`config.mk`:
```
export PLATFORM = sky130hd
export DESIGN_NAME = micro_sequencer
export DESIGN_NICKNAME = d
export VERILOG_FILES = /design/src/rtl/micro_sequencer.sv
export SDC_FILE = /design/constraint.sdc
export NUM_CORES = 1
export LEC_CHECK = 0
export CAP_MARGIN = 20
export CORE_ASPECT_RATIO = 0.8
export CORE_MARGIN = 3
export CORE_UTILIZATION = 53
export CTS_CLUSTER_SIZE = 10
export DETAILED_ROUTE_END_ITERATION = 16
export PLACE_DENSITY = 0.79
export SLEW_MARGIN = 15
export SYNTH_ARGS = -nofsm -noshare
export SYNTH_HDL_FRONTEND = slang
export SYNTH_SLANG_ARGS = --single-unit
```
`constraint.sdc`:
```
create_clock -name clock -period 4 [get_ports clock]
set_clock_uncertainty 0.1 [all_clocks]
set_input_delay 1 -clock clock [delete_from_list [all_inputs] [get_ports clock]]
set_output_delay 1 -clock clock [all_outputs]
set_load 0.01 [all_outputs]
```
`src/rtl/micro_sequencer.sv`:
```
// Microprogram sequencer: 16-instruction next-address logic with subroutine/loop stack,
// loop counter, R register and conditional-test mux driving the microcode ROM address.
module micro_sequencer #(
    parameter int AW          = 11,
    parameter int STACK_DEPTH = 8
) (
    input  logic          clock,
    input  logic          reset,
    input  logic [3:0]    instr,
    input  logic [AW-1:0] d_in,
    input  logic [AW-1:0] map_in,
    input  logic [AW-1:0] vector_in,
    input  logic          cc,
    input  logic          cc_polarity,
    input  logic          cc_enable,
    input  logic          load_r,
    input  logic          incr,
    output logic [AW-1:0] y_out,
    output logic          map_sel,
    output logic          vect_sel,
    output logic          counter_zero,
    output logic          stack_empty,
    output logic          stack_full,
    output logic          stack_overflow,
    output logic          stack_underflow
);

    localparam int SPW = $clog2(STACK_DEPTH + 1);
    localparam int SIW = (STACK_DEPTH > 1) ? $clog2(STACK_DEPTH) : 1;
    localparam logic [SPW-1:0] SP_ZERO = SPW'(0);
    localparam logic [SPW-1:0] SP_ONE  = SPW'(1);
    localparam logic [SPW-1:0] SP_FULL = SPW'(STACK_DEPTH);
    localparam logic [AW-1:0]  A_ZERO  = AW'(0);
    localparam logic [AW-1:0]  A_ONE   = AW'(1);

    typedef enum logic [3:0] {
        I_JZ   = 4'd0,  I_CJS  = 4'd1,  I_JMAP = 4'd2,  I_CJP  = 4'd3,
        I_PUSH = 4'd4,  I_JSRP = 4'd5,  I_CJV  = 4'd6,  I_JRP  = 4'd7,
        I_RFCT = 4'd8,  I_RPCT = 4'd9,  I_CRTN = 4'd10, I_CJPP = 4'd11,
        I_LDCT = 4'd12, I_LOOP = 4'd13, I_CONT = 4'd14, I_TWB  = 4'd15
    } instr_e;

    logic [AW-1:0]  upc_q, upc_d;
    logic [AW-1:0]  r_q, r_d;
    logic [AW-1:0]  cnt_q, cnt_d;
    logic [AW-1:0]  stack_q [STACK_DEPTH];
    logic [AW-1:0]  stack_d [STACK_DEPTH];
    logic [SPW-1:0] sp_q, sp_d;
    logic           ovf_q, ovf_d;
    logic           unf_q, unf_d;

    logic           pass_s;
    logic           cnt_nz_s;
    logic [AW-1:0]  tos_s;
    logic [AW-1:0]  y_s;
    logic           map_s, vect_s;
    logic           push_s, pop_s, dec_s, ld_cnt_s, clr_sp_s;
    logic [SIW-1:0] tos_idx_s, push_idx_s;

    // Condition test and top-of-stack view (empty stack reads as zero)
    always_comb begin
        pass_s     = ~cc_enable | (cc ^ cc_polarity);
        cnt_nz_s   = (cnt_q != A_ZERO);
        tos_idx_s  = SIW'(sp_q - SP_ONE);
        push_idx_s = SIW'(sp_q);
        if (sp_q == SP_ZERO) begin
            tos_s = A_ZERO;
        end else begin
            tos_s = stack_q[tos_idx_s];
        end
    end

    // Next-address select and per-instruction side-effect strobes
    always_comb begin
        y_s      = upc_q;
        map_s    = 1'b0;
        vect_s   = 1'b0;
        push_s   = 1'b0;
        pop_s    = 1'b0;
        dec_s    = 1'b0;
        ld_cnt_s = 1'b0;
        clr_sp_s = 1'b0;
        case (instr_e'(instr))
            I_JZ: begin
                y_s      = A_ZERO;
                clr_sp_s = 1'b1;
            end
            I_CJS: begin
                if (pass_s) begin
                    y_s    = d_in;
                    push_s = 1'b1;
                end else begin
                    y_s = upc_q;
                end
            end
            I_JMAP: begin
                y_s   = map_in;
                map_s = 1'b1;
            end
            I_CJP:  y_s = pass_s ? d_in : upc_q;
            I_PUSH: begin
                push_s   = 1'b1;
                ld_cnt_s = pass_s;
            end
            I_JSRP: begin
                push_s = 1'b1;
                y_s    = pass_s ? d_in : r_q;
            end
            I_CJV: begin
                vect_s = 1'b1;
                y_s    = pass_s ? vector_in : upc_q;
            end
            I_JRP:  y_s = pass_s ? d_in : r_q;
            I_RFCT: begin
                if (cnt_nz_s) begin
                    y_s   = tos_s;
                    dec_s = 1'b1;
                end else begin
                    pop_s = 1'b1;
                end
            end
            I_RPCT: begin
                if (cnt_nz_s) begin
                    y_s   = d_in;
                    dec_s = 1'b1;
                end else begin
                    y_s = upc_q;
                end
            end
            I_CRTN: begin
                if (pass_s) begin
                    y_s   = tos_s;
                    pop_s = 1'b1;
                end else begin
                    y_s = upc_q;
                end
            end
            I_CJPP: begin
                if (pass_s) begin
                    y_s   = d_in;
                    pop_s = 1'b1;
                end else begin
                    y_s = upc_q;
                end
            end
            I_LDCT: ld_cnt_s = 1'b1;
            I_LOOP: begin
                if (pass_s) begin
                    pop_s = 1'b1;
                end else begin
                    y_s = tos_s;
                end
            end
            I_CONT: y_s = upc_q;
            I_TWB: begin
                if (pass_s) begin
                    pop_s = 1'b1;
                end else if (cnt_nz_s) begin
                    y_s   = tos_s;
                    dec_s = 1'b1;
                end else begin
                    y_s   = d_in;
                    pop_s = 1'b1;
                end
            end
            default: y_s = upc_q;
        endcase
    end

    // Next-state for uPC, R, counter, stack pointer/contents and sticky flags
    always_comb begin
        upc_d   = y_s + {{(AW-1){1'b0}}, incr};
        r_d     = load_r ? d_in : r_q;
        stack_d = stack_q;
        sp_d    = sp_q;
        ovf_d   = ovf_q;
        unf_d   = unf_q;
        if (ld_cnt_s) begin
            cnt_d = d_in;
        end else if (dec_s && cnt_nz_s) begin
            cnt_d = cnt_q - A_ONE;
        end else begin
            cnt_d = cnt_q;
        end
        if (clr_sp_s) begin
            sp_d  = SP_ZERO;
            ovf_d = 1'b0;
            unf_d = 1'b0;
        end else if (push_s) begin
            if (sp_q == SP_FULL) begin
                ovf_d = 1'b1;
            end else begin
                stack_d[push_idx_s] = upc_q;
                sp_d                = sp_q + SP_ONE;
            end
        end else if (pop_s) begin
            if (sp_q == SP_ZERO) begin
                unf_d = 1'b1;
            end else begin
                sp_d = sp_q - SP_ONE;
            end
        end else begin
            sp_d = sp_q;
        end
    end

    // State registers; reset discards everything immediately
    always_ff @(posedge clock or negedge reset) begin
        if (!reset) begin
            upc_q <= A_ZERO;
            r_q   <= A_ZERO;
            cnt_q <= A_ZERO;
            sp_q  <= SP_ZERO;
            ovf_q <= 1'b0;
            unf_q <= 1'b0;
            for (int i = 0; i < STACK_DEPTH; i++) begin
                stack_q[i] <= A_ZERO;
            end
        end else begin
            upc_q   <= upc_d;
            r_q     <= r_d;
            cnt_q   <= cnt_d;
            sp_q    <= sp_d;
            ovf_q   <= ovf_d;
            unf_q   <= unf_d;
            stack_q <= stack_d;
        end
    end

    // ROM address is combinational so the fetch happens in the same cycle
    always_comb begin
        if (reset) begin
            y_out    = y_s;
            map_sel  = map_s;
            vect_sel = vect_s;
        end else begin
            y_out    = A_ZERO;
            map_sel  = 1'b0;
            vect_sel = 1'b0;
        end
        counter_zero    = (cnt_q == A_ZERO);
        stack_empty     = (sp_q == SP_ZERO);
        stack_full      = (sp_q == SP_FULL);
        stack_overflow  = ovf_q;
        stack_underflow = unf_q;
    end

endmodule

```
### After elaboration in Yosys (flattened, before gate mapping)

Cells that the tools add are included.

| storage, ports and cells | value |
|---|---|
| bits in registers | 127 |
| input port bits | 44 |
| output and inout bits | 18 |
| word-level logic and storage cells | 113 |

| operators by class | value |
|---|---|
| bitwise gates (word level) | 7 |
| reduce and logical (&&, ||, !) cells | 21 |
| magnitude comparators | 3 |
| multiplexer cells | 46 |
| equal/unequal tests | 18 |
| add/subtract/negate cells | 4 |

Operators by type and width:

| kind | number |
|---|---|
| $mux 11 | 16 |
| $pmux 11 s10 | 1 |
| $bwmux 88 | 1 |
| $bmux 11 s3 | 1 |
| $demux 11 s3 | 1 |
| $eq 4x4->1 const B | 8 |
| $mux 4 | 5 |
| $mux 1 | 17 |
| $eq 4x3->1 const B | 4 |
| $add 11x1->11 | 1 |
| $logic_not 11->1 | 1 |
| $reduce_bool 11->1 | 1 |
| $sub 11x1->11 const B | 1 |
| $reduce_bool 2->1 | 5 |
| $reduce_and 3->1 | 3 |
| $eq 4x2->1 const B | 2 |
| $ge 4x4->1 const B | 2 |
| $logic_not 4->1 | 2 |
| $not 3->4 | 2 |
| $pmux 1 s2 | 3 |
| $reduce_or 2->1 | 3 |
| $reduce_or 3->1 | 2 |
| $add 4x1->4 const B | 1 |
| $eq 4x1->1 const B | 1 |
| 12 further kinds | 15 |

### Depth between registers and ports, before layout

Gate-level depths: netlist of the first run.

| depth | value |
|---|---|
| depth after elaboration | 10 |
| gate-level depth with buffers | 18 |
| mapped depth without buffers | 15 |

### Least setup slack after synthesis of the first run

No wires, ideal clock.

| timing path | value |
|---|---|
| path kind | register to output |
| start | register sp_q[0] |
| end | output port y_out[0] |
| slack | -146 ps |
| stages on the path, launching flop included | 14 |
| data required time | 2900 ps |
| arrival time | 3046 ps |
| path through | dfrtp_1 -> clkbuf_1 -> inv_2 -> ha_1 -> clkbuf_1 -> clkbuf_1 -> mux4_2 -> mux2i_1 -> nor3_1 -> a21oi_1 -> o221a_2 -> a31oi_1 -> o22a_1 -> and2_1 |

| between the ends | value |
|---|---|
| word-level cells in the longest chain between the ends | 10 |
| elaborated cells on any way between the ends | 14 |
| classes of those cells | 1 x add/sub; 11 x mux; 1 x bitwise; 1 x reduce/logical |

Ends and longest elaborated chain:

| what | line | text |
|---|---|---|
| from (decl) | 48 | `logic [SPW-1:0] sp_q, sp_d;` |
| from (signal assigned) | 223 | `sp_q <= sp_d;` |
| $sub 4x1->4 | n/a |  |
| $not 3->4 (not written as such) | 69 | `tos_s = stack_q[tos_idx_s];` |
| $bmux 11 s3 | 69 |  |
| $mux 11 (not written as such) (2 in a row) | 69 |  |
| $mux 11 (*) | 66 | `if (sp_q == SP_ZERO) begin` |
| $mux 11 | 158 | `end else if (cnt_nz_s) begin` |
| $mux 11 | 156 | `if (pass_s) begin` |
| $pmux 11 s10 (*) | 83 | `case (instr_e'(instr))` |
| $mux 11 (*) | 232 | `if (reset) begin` |
| to (decl) | 18 | `output logic [AW-1:0] y_out,` |

Mark *: on every way between the ends. The rest lies on a longest branch, timed or not. The select of a mux whose other input is x is not followed.

### Final worst setup path of the first run

| timing path | value |
|---|---|
| start | register sp_q[0] |
| end | output port y_out[6] |

Same word-level chain as after synthesis.

==> run_results.csv, run 1 <==
group,metric,value,unit
outcome,status,"finished, violations left",
outcome,violations,"negative setup slack",
drt,drcViolationCount,0,
setup_path,r2r-start,"cnt_q[1]",
logic_synthesis,synth_compound_area_share,14.5,%
setup_path,path_max_fanout,5,
die,die_area,15800,um2
logic_synthesis,syn_nets,761,
global_routing,grt_first_pass_wirelength,43.6,mm
global_routing,grt_max_degree,58,
logic_synthesis,synth_warnings,0,
final_layout,fin_nets,1022,
pwr,powerDensity,705,nW/um2
setup_path,cp.arrival,3190,ps
drt,routed_wirelength,29.1,mm
placed_design,portBuffers,61,
sta,rsz0062_at_grt,"true",
final_layout,nFillCells,762,
logic_synthesis,synth_top_family_by_area,"multiplexers",
logic_synthesis,synth_top_cell_area_share,42.0,%
logic_synthesis,syn_avg_cell_area,10.7,um2
cts,htree_levels,4,
sta,period_needed,4290,ps
die,die_height,113,um
sta,tns,-1630,ps
logic_synthesis,yosysTopAreaCell,"dfrtp_1",
logic_synthesis,synth_edf_count,0,
logic_synthesis,synth_area,7570,um2
drt,viasPerCell,6.62,
final_layout,area_growth,47.1,%
logic_synthesis,synth_seq_cells,127,
sta,slew_headroom,50.6,%
final_layout,multi_input_area,4640,um2
die,pin_count,62,
placed_design,place_congestion,0.979,
die,die_w,140,um
logic_synthesis,synthTopCellsByArea,"dfrtp_1, mux2_2, mux4_2",
setup_path,crit_path_end_kind,"output pin",
sta,timing.hold.ws,330,ps
final_layout,layout-drive-gt1-share,50.5,%
sta,worst_pin_slew,742,ps
sta,timing.final.hold_violations,0,
global_routing,antenna_found_initial,0,
setup_path,r2r_slack,80,ps
logic_synthesis,synth_mux_area_share,22.1,%
sta,fmax,0.233,GHz
die,core_area,13800,um2
cts,clock_sinks,127,
logic_synthesis,synth_xor_area_share,2.21,%
global_routing,grt.overflow.total,0,
logic_synthesis,synth_simple_gate_area_share,14.6,%
logic_synthesis,synth-async-reset-ratio,100,%
logic_synthesis,ys.flop_type,"dfrtp_1",
sta,slew_violations,0,
sta,setup-violations-final,10,
cts,cts_hold_buf,0,
global_routing,grtUsageTotal,35.7,%
cts,numCtsBuffers,17,
cts,root_buffer,"clkbuf_16",
drt,dr.first_iter.drc_count,1066,
hold_path,hold_path.class,"primary input to asynchronous set/reset pin",
final_layout,final_common_cell,"buf_4",
logic_synthesis,ys_types,85,
final_layout,utilization,80.8,%
pwr,vdd_drop_max,665,uV
cts,clkTransAtPathRegs,60,ps
cts,cts_buffer_depth,2,
setup_path,cp_slowest_cell,"mux4_2",
final_layout,diodes,0,
setup_path,worstSetupStartpointType,"flip-flop",
setup_path,slowest_delay,560,ps
die,start_util,54.9,%
cts,tritoncts,"done",
sta,post-route-period-util,107,%
run,max-cap-violations,0,
cts,insertion_delay,430,ps
setup_path,criticalPathCategory,"flip-flop to output pin",
final_layout,ff_latch_area,3180,um2
drt,drt-wirelength-per-cell,25.0,um
placed_design,dp_hpwl,18.8,mm
pwr,leakagePower,5.02,nW
global_routing,grt_pass1_vias,7698,
setup_path,path_cells,"inv_2, ha_4, xor2_4, buf_12, mux4_2, mux2_4, a2111oi_4, o21ai_1, o21ai_4, nor2_2, buf_2",
drt,vias,7713,
setup_path,reg2reg_depth,21,
setup_path,crit_required,2900,ps
drt,first_pass_iters,5,
logic_synthesis,ys_seq_area_share,42.0,%
logic_synthesis,synthAdderAreaFrac,0.991,%
logic_synthesis,postSynthCellCount,711,
setup_path,worst_r2r_endpoint,"upc_q[6]",
final_layout,layout_common_cells,"buf_4, dfrtp_1, mux2_2, nand2_1, clkdlybuf4s50_1",
die,rows,38,
sta,worst_slack,-295,ps
drt,ant_nets,0,
==> power breakdown <==
group	total, mW	switching, mW	internal [mW]
Combinational	4.01	1.81	2.20
Clock	1.62	0.632	0.991
Sequential	2.22	0.450	1.77
==> per-layer routing <==
layer  share of wire (%)  track usage (%)
met1                  41             50.2
met2                  45             54.1
met3                  11             10.2
met4                 3.6             11.9
met5                   0                0
==> stage by stage <==
stage	power, mW	cell area, um2	setup slack (ps)	std cells
2_1_floorplan	3.85	7600	23.4	711
3_3_place_gp	4.88	9550	-951	1074
3_5_place_dp	5.05	9550	-1090	1074
4_1_cts	7.43	10800	-249	1143
5_1_grt	8.13	11100	-354	1165
6_report	7.85	11100	-295	1165
==> registers in the layout, indices dropped and copies added (netlist names) <==
| signal | cells |
|---|---|
| r_q | 11 |
| sp_q | 4 |
| cnt_q | 11 |
| stack_overflow | 1 |
| stack_underflow | 1 |
| upc_q | 11 |
| stack_q | 88 |
==> cell families (layout without fill, tap and decap cells) <==
kind of cell | after synthesis | after routing
buffers and inverters | 67 | 341
DFF | 127 | 127
adders and majority gates | 6 | 6
and+or+nand+nor | 212 | 212
xor gates and xnor gates | 17 | 17
AOI/OAI and AO/OA | 154 | 154
muxes | 128 | 128
==> timing repair <==
| action | in CTS | in global routing |
|---|---|---|
| gates resized for setup | 153 | 61 |
| buffers inserted | 36 | 25 |
| pin swaps | 37 | 36 |
| setup endpoints to repair | 17 | 14 |
| cloned | 1 | 0 |
| endpoints found under the hold margin | 0 | 0 |
==> critical path, delay by kind of cell, from the launching register on <==
kind                       cells  cell delay, ps
AOI/OAI and AO/OA              3             640
xor gates and xnor gates       1             190
buffers and inverters          3             430
muxes                          2             890
and+or+nand+nor                1              60
DFF                            1             390
adders and majority gates      1             170
==> layout make-up <==
type	count	area share (%)
Tap cell	180	2.02
Clock inverter	14	1.62
Timing Repair Buffer	293	21.8
Multi-Input combinational cell	517	41.7
Inverter	16	0.539
Clock buffer	18	3.85
Sequential cell	127	28.5
==> worst max path at each step <==
stage | to | start | slack, ps | depth (start not counted)
floorplan | y_out[10] | cc_polarity | 20 | 9
global placement | y_out[2] | instr[3] | -950 | 10
detailed placement | y_out[10] | instr[3] | -1090 | 11
CTS | y_out[1] | sp_q[0] | -250 | 12
global route | y_out[5] | sp_q[0] | -350 | 12
finish | y_out[6] | sp_q[0] | -290 | 11
==> synth_stat cells, types with 7 or more instances <==
library cell and instances:
clkbuf_1 33, o22ai_1 7, dfrtp_1 127, o21ai_0 25
xor2_1 10, nand4_1 9, buf_1 7, and2_1 7
a31oi_1 13, nand2_1 68, buf_2 10, nand3_1 18
a21oi_1 33, inv_1 14, mux4_2 16, nor2_1 42
nor3_1 17, mux2i_1 8, mux2_2 100, a211oi_1 7
Power figures use the tool's default switching activity.
==> inputs of run 2 (changes only) <==
--- a/config.mk
+++ b/config.mk
@@ -11,7 +11,9 @@
 export CORE_UTILIZATION = 53
 export CTS_CLUSTER_SIZE = 10
 export DETAILED_ROUTE_END_ITERATION = 16
+export HOLD_SLACK_MARGIN = 0.08
 export PLACE_DENSITY = 0.79
+export SETUP_SLACK_MARGIN = 0.2
 export SLEW_MARGIN = 15
 export SYNTH_ARGS = -nofsm -noshare
 export SYNTH_HDL_FRONTEND = slang
==> run_results.csv, run 2 (synthesis gave the netlist of run 1 again) <==
group,metric,value,unit
setup_path,slowest_delay,520,ps
setup_path,criticalPathCategory,"flip-flop to output pin",
final_layout,finalNonFillerCells,1140,
drt,dr.first_iter.drc_count,1028,
global_routing,grt_busiest_layer,"met2",
die,die_height,113,um
global_routing,met3_usage,12.9,%
final_layout,fin_nets,997,
die,die_area,15800,um2
final_layout,largest_reg_flops,88,
placed_design,place_inst,1065,
setup_path,crit_family,"multiplexers",
run,max-cap-violations,0,
outcome,status,"finished, violations left",
global_routing,grt_use_met2,53.6,%
global_routing,met1_usage,48.1,%
outcome,violations,"negative setup slack",
cts,tritoncts,"done",
die,core_area,13800,um2
global_routing,grt_pass1_vias,7575,
pwr,vdd_drop_max,649,uV
drt,drcViolationCount,0,
drt,routed_wirelength,28.6,mm
final_layout,nFillCells,812,
sta,period_needed,4350,ps
sta,slew_headroom,48.1,%
sta,rsz0062_at_grt,"true",
cts,clock_sinks,127,
pwr,leakagePower,4.92,nW
drt,first_pass_iters,6,
die,die_w,140,um
final_layout,ff_latch_area,3180,um2
final_layout,diodes,0,
global_routing,grt_max_degree,64,
final_layout,layout-drive-gt1-share,48.8,%
cts,clkTransAtPathRegs,60,ps
cts,numCtsBuffers,17,
setup_path,r2r_slack,200,ps
sta,slew_violations,0,
hold_path,hold_start,"stack_q[3]",
final_layout,area_growth,45.3,%
die,start_util,54.9,%
sta,setup-violations-final,11,
setup_path,critPathLaunch,"sp_q[0]",
global_routing,grtUsageTotal,35.4,%
setup_path,worstSetupStartpointType,"flip-flop",
pwr,totalPowerFinal,7.84,mW
cts,root_buffer,"clkbuf_16",
drt,vias,7404,
hold_path,min_path_cells,2,
sta,worst_pin_slew,778,ps
hold_path,hold_path.class,"flip-flop to flip-flop",
setup_path,reg2reg_depth,19,
sta,timing.final.hold_violations,0,
sta,post-route-period-util,109,%
placed_design,place_congestion,1.01,
pwr,powerDensity,713,nW/um2
sta,timing.hold.ws,388,ps
cts,htree_levels,4,
placed_design,dp_hpwl,19.3,mm
final_layout,multi_input_area,4620,um2
cts,insertion_delay,430,ps
sta,fmax,0.230,GHz
setup_path,worst_r2r_endpoint,"upc_q[10]",
final_layout,final_common_cell,"buf_4",
sta,worst_slack,-348,ps
setup_path,worst-path-buf-inv,4,
drt,ant_nets,0,
setup_path,cp_slowest_cell,"mux4_2",
global_routing,antenna_found_initial,0,
die,pin_count,62,
global_routing,grt.overflow.total,0,
drt,drt-wirelength-per-cell,25.1,um
cts,cts_buffer_depth,2,
final_layout,layout_common_cells,"buf_4, dfrtp_1, mux2_2, nand2_1, clkdlybuf4s50_1",
setup_path,path_max_fanout,6,
global_routing,grt_first_pass_wirelength,42.9,mm
placed_design,portBuffers,61,
drt,viasPerCell,6.49,
die,rows,38,
setup_path,crit_required,2900,ps
placed_design,place_ws,-939,ps
setup_path,r2r-start,"sp_q[0]",
setup_path,cp.arrival,3250,ps
setup_path,crit_path_end_kind,"output pin",
hold_path,holdPathEnd,"stack_q[3]",
setup_path,path_cells,"inv_8, ha_4, xor2_4, buf_12, buf_6, mux4_2, mux2_4, a2111oi_4, a21oi_2, o21ai_4, nor2_2, buf_2",
final_layout,regMostFlops,"stack_q",
## run 2: worst max-delay path by stage
stage / endpoint / slack [ps] / cells past startpoint
detailed placement: y_out[2] / -940 / 11
finish: y_out[6] / -350 / 12
global route: y_out[6] / -420 / 12
floorplan: y_out[10] / 200 / 9
CTS: y_out[5] / -260 / 12
global placement: y_out[2] / -930 / 11
## run 2: repair_timing
item | in CTS | in global routing
resized for setup | 159 | 43
setup buffers | 23 | 20
endpoints found under the setup margin | 21 | 18
hold buffers | 0 | 0
pin swaps | 47 | 25
endpoints found under the hold margin | 0 | 0
## run 2: worst min-delay path, cell delays in order (launching register included)
cell	delay, ps
dfrtp_1	350
nand2_1	50
o21ai_0	60
## run 2: area by class of cell
class | count | area share (%)
timing repair buffer | 268 | 21.0
clock inverter | 15 | 1.59
multi-input combinational | 517 | 42.0
inverter | 16 | 0.637
sequential | 127 | 28.9
tap | 180 | 2.05
clock buffer | 17 | 3.87
## run 2: per-stage QoR
| stage | util, % | setup TNS (ps) | cell area (um2) |
|---|---|---|---|
| final | 79.8 | -2320 | 11000 |
| after detailed placement | 69.3 | -13160 | 9560 |
| after CTS | 77.1 | -1800 | 10600 |
| after floorplan | - | 0 | 7720 |
| after global routing | 79.8 | -3230 | 11000 |
| after global placement | 69.3 | -12420 | 9560 |
## run 2: where the power goes
group / leakage, nW / total [mW] / internal (mW) / switching (mW)
clock network: 0.291 / 1.59 / 0.940 / 0.654
logic: 3.01 / 4.07 / 2.25 / 1.82
registers: 1.61 / 2.18 / 1.77 / 0.414
total: 4.92 / 7.84 / 4.95 / 2.89
## run 2: routing by layer
metal / part of all wire (%) / vias to the layer above
met2: 46 / 489
met1: 40 / 3672
met3: 11 / 92
met4: 3.0 / 0
li1: - / 3151
met5: 0 / -
==> edit (settings of run 2) <==
Change the parameter `AW` from 11 to 12.
--- a/src/rtl/micro_sequencer.sv
+++ b/src/rtl/micro_sequencer.sv
@@ -2,5 +2,5 @@
 // loop counter, R register and conditional-test mux driving the microcode ROM address.
 module micro_sequencer #(
-    parameter int AW          = 11,
+    parameter int AW          = 12,
     parameter int STACK_DEPTH = 8
 ) (
Ports: changed (resized d_in, map_in, vector_in and y_out); port bits go from 62 to 66. No check against the original RTL was run, so the function may have changed too.
==> edit against run 2 <==
The run still ends with setup timing left. Area after synthesis increased by 8.7%. Sequential share of layout area is 0.17 points lower. Power grew 3.8%. Sequential power increased by 6%. Sequential cell count increased by 11. Routed wire length grew 8.6%. Cell area increased by 9.3%. Largest power group unchanged. Worst setup slack got worse by 0.0084 ns. Largest cell class unchanged.
==> edit: results (changes against run 2) <==
- Min-delay worst type: in2async
- R2R setup slack: 0.31 ns (+0.11 ns)
- Worst r2r dst: upc_q[11]$_DFF_PN0_
- Post-Place Cell Area: 0.01039 mm² (+8.7%)
- Leakage power total: 0.005355 µW (+8.9%)
- Synth top area cells: dfrtp_1 42%, mux2_2 15%, mux4_2 4.9%, nand2_1 3.1%, nor2_1 2.0%
- Cell variety after synth: 86 (+1.2%)
- Layout Nets: 1070 (+7.3%)
- First-pass GRT wire length: 46880 µm (+9.4%)
- Fin worst setup slack: -0.3560 ns (-0.008378 ns)
- Slew HR: 42.77% (-5.4 points)
- Setup violators final: 12 (+1)
- 1st-pass router iterations: 7 (+1)
- Post-synthesis xor/xnor area fraction: 2.112% (-0.10 points)
- Final wirelength: 31030 µm (+8.6%)
- Number of flip-flops in the largest register: 96 (+9.1%)
- Min Hold Slack: 0.2994 ns (-0.08898 ns)
- Largest net degree at the start of global routing: 69 (+7.8%)
- Critical Path Start: sp_q[1]$_DFFE_PN0P_
- Failing checks: setup timing
- Area delta synth->final: 45.99%
- Peak VDD IR: 0.4326 mV (-33%)
- Outcome: finished with violations
- CP arrival: 3.26 ns (about the same)
- Multiplexer share of the synthesized area: 23.14% (+1.1 points)
## edit: metrics by stage
step | setup TNS (ns) | setup slack (ns)
after floorplan | 0 | 0.1918
after global placement | -14.66 | -0.9974
after detailed placement | -15.40 | -1.021
after CTS | -1.315 | -0.2022
after global routing | -3.503 | -0.5321
final | -2.251 | -0.3560
## edit: layout make-up
| type | instances | share of cell area [%] |
|---|---|---|
| clock inverter | 13 | 1.207 |
| sequential | 138 | 28.72 |
| tap | 210 | 2.185 |
| timing repair buffer | 293 | 21.46 |
| multi-input combinational | 550 | 42.25 |
| inverter | 17 | 0.5724 |
| clock buffer | 19 | 3.601 |
## edit: timing repair
item,CTS,global route
hold endpoints to repair,0,0
buffers inserted,35,8
gates resized for setup,183,51
gates cloned,2,0
setup endpoints to repair,25,15
hold buffers,0,0
pin swaps,48,31
## edit: power by group through the flow
stage	clock, µW	combinational (µW)	sequential (µW)
after floorplan	0	2030	2120
after global placement	0	2980	2220
after detailed placement	0	3080	2290
after CTS	1580	3740	2290
after global routing	1650	4480	2360
final	1570	4260	2310
## edit: per-layer routing
| layer | part of all wire [%] | GRT usage (%) |
|---|---|---|
| met5 | 0 | 0 |
| met4 | 3.3 | 10.50 |
| met3 | 11 | 9.738 |
| met2 | 45 | 54.54 |
| met1 | 40 | 49.97 |
## edit: worst max-delay path by stage
stage / end / slack, ns
5_1_grt: y_out[4] / -0.53
6_report: y_out[4] / -0.36
4_1_cts: y_out[0] / -0.20
3_5_place_dp: y_out[2] / -1.02
3_3_place_gp: y_out[6] / -1.0
2_1_floorplan: y_out[6] / 0.19
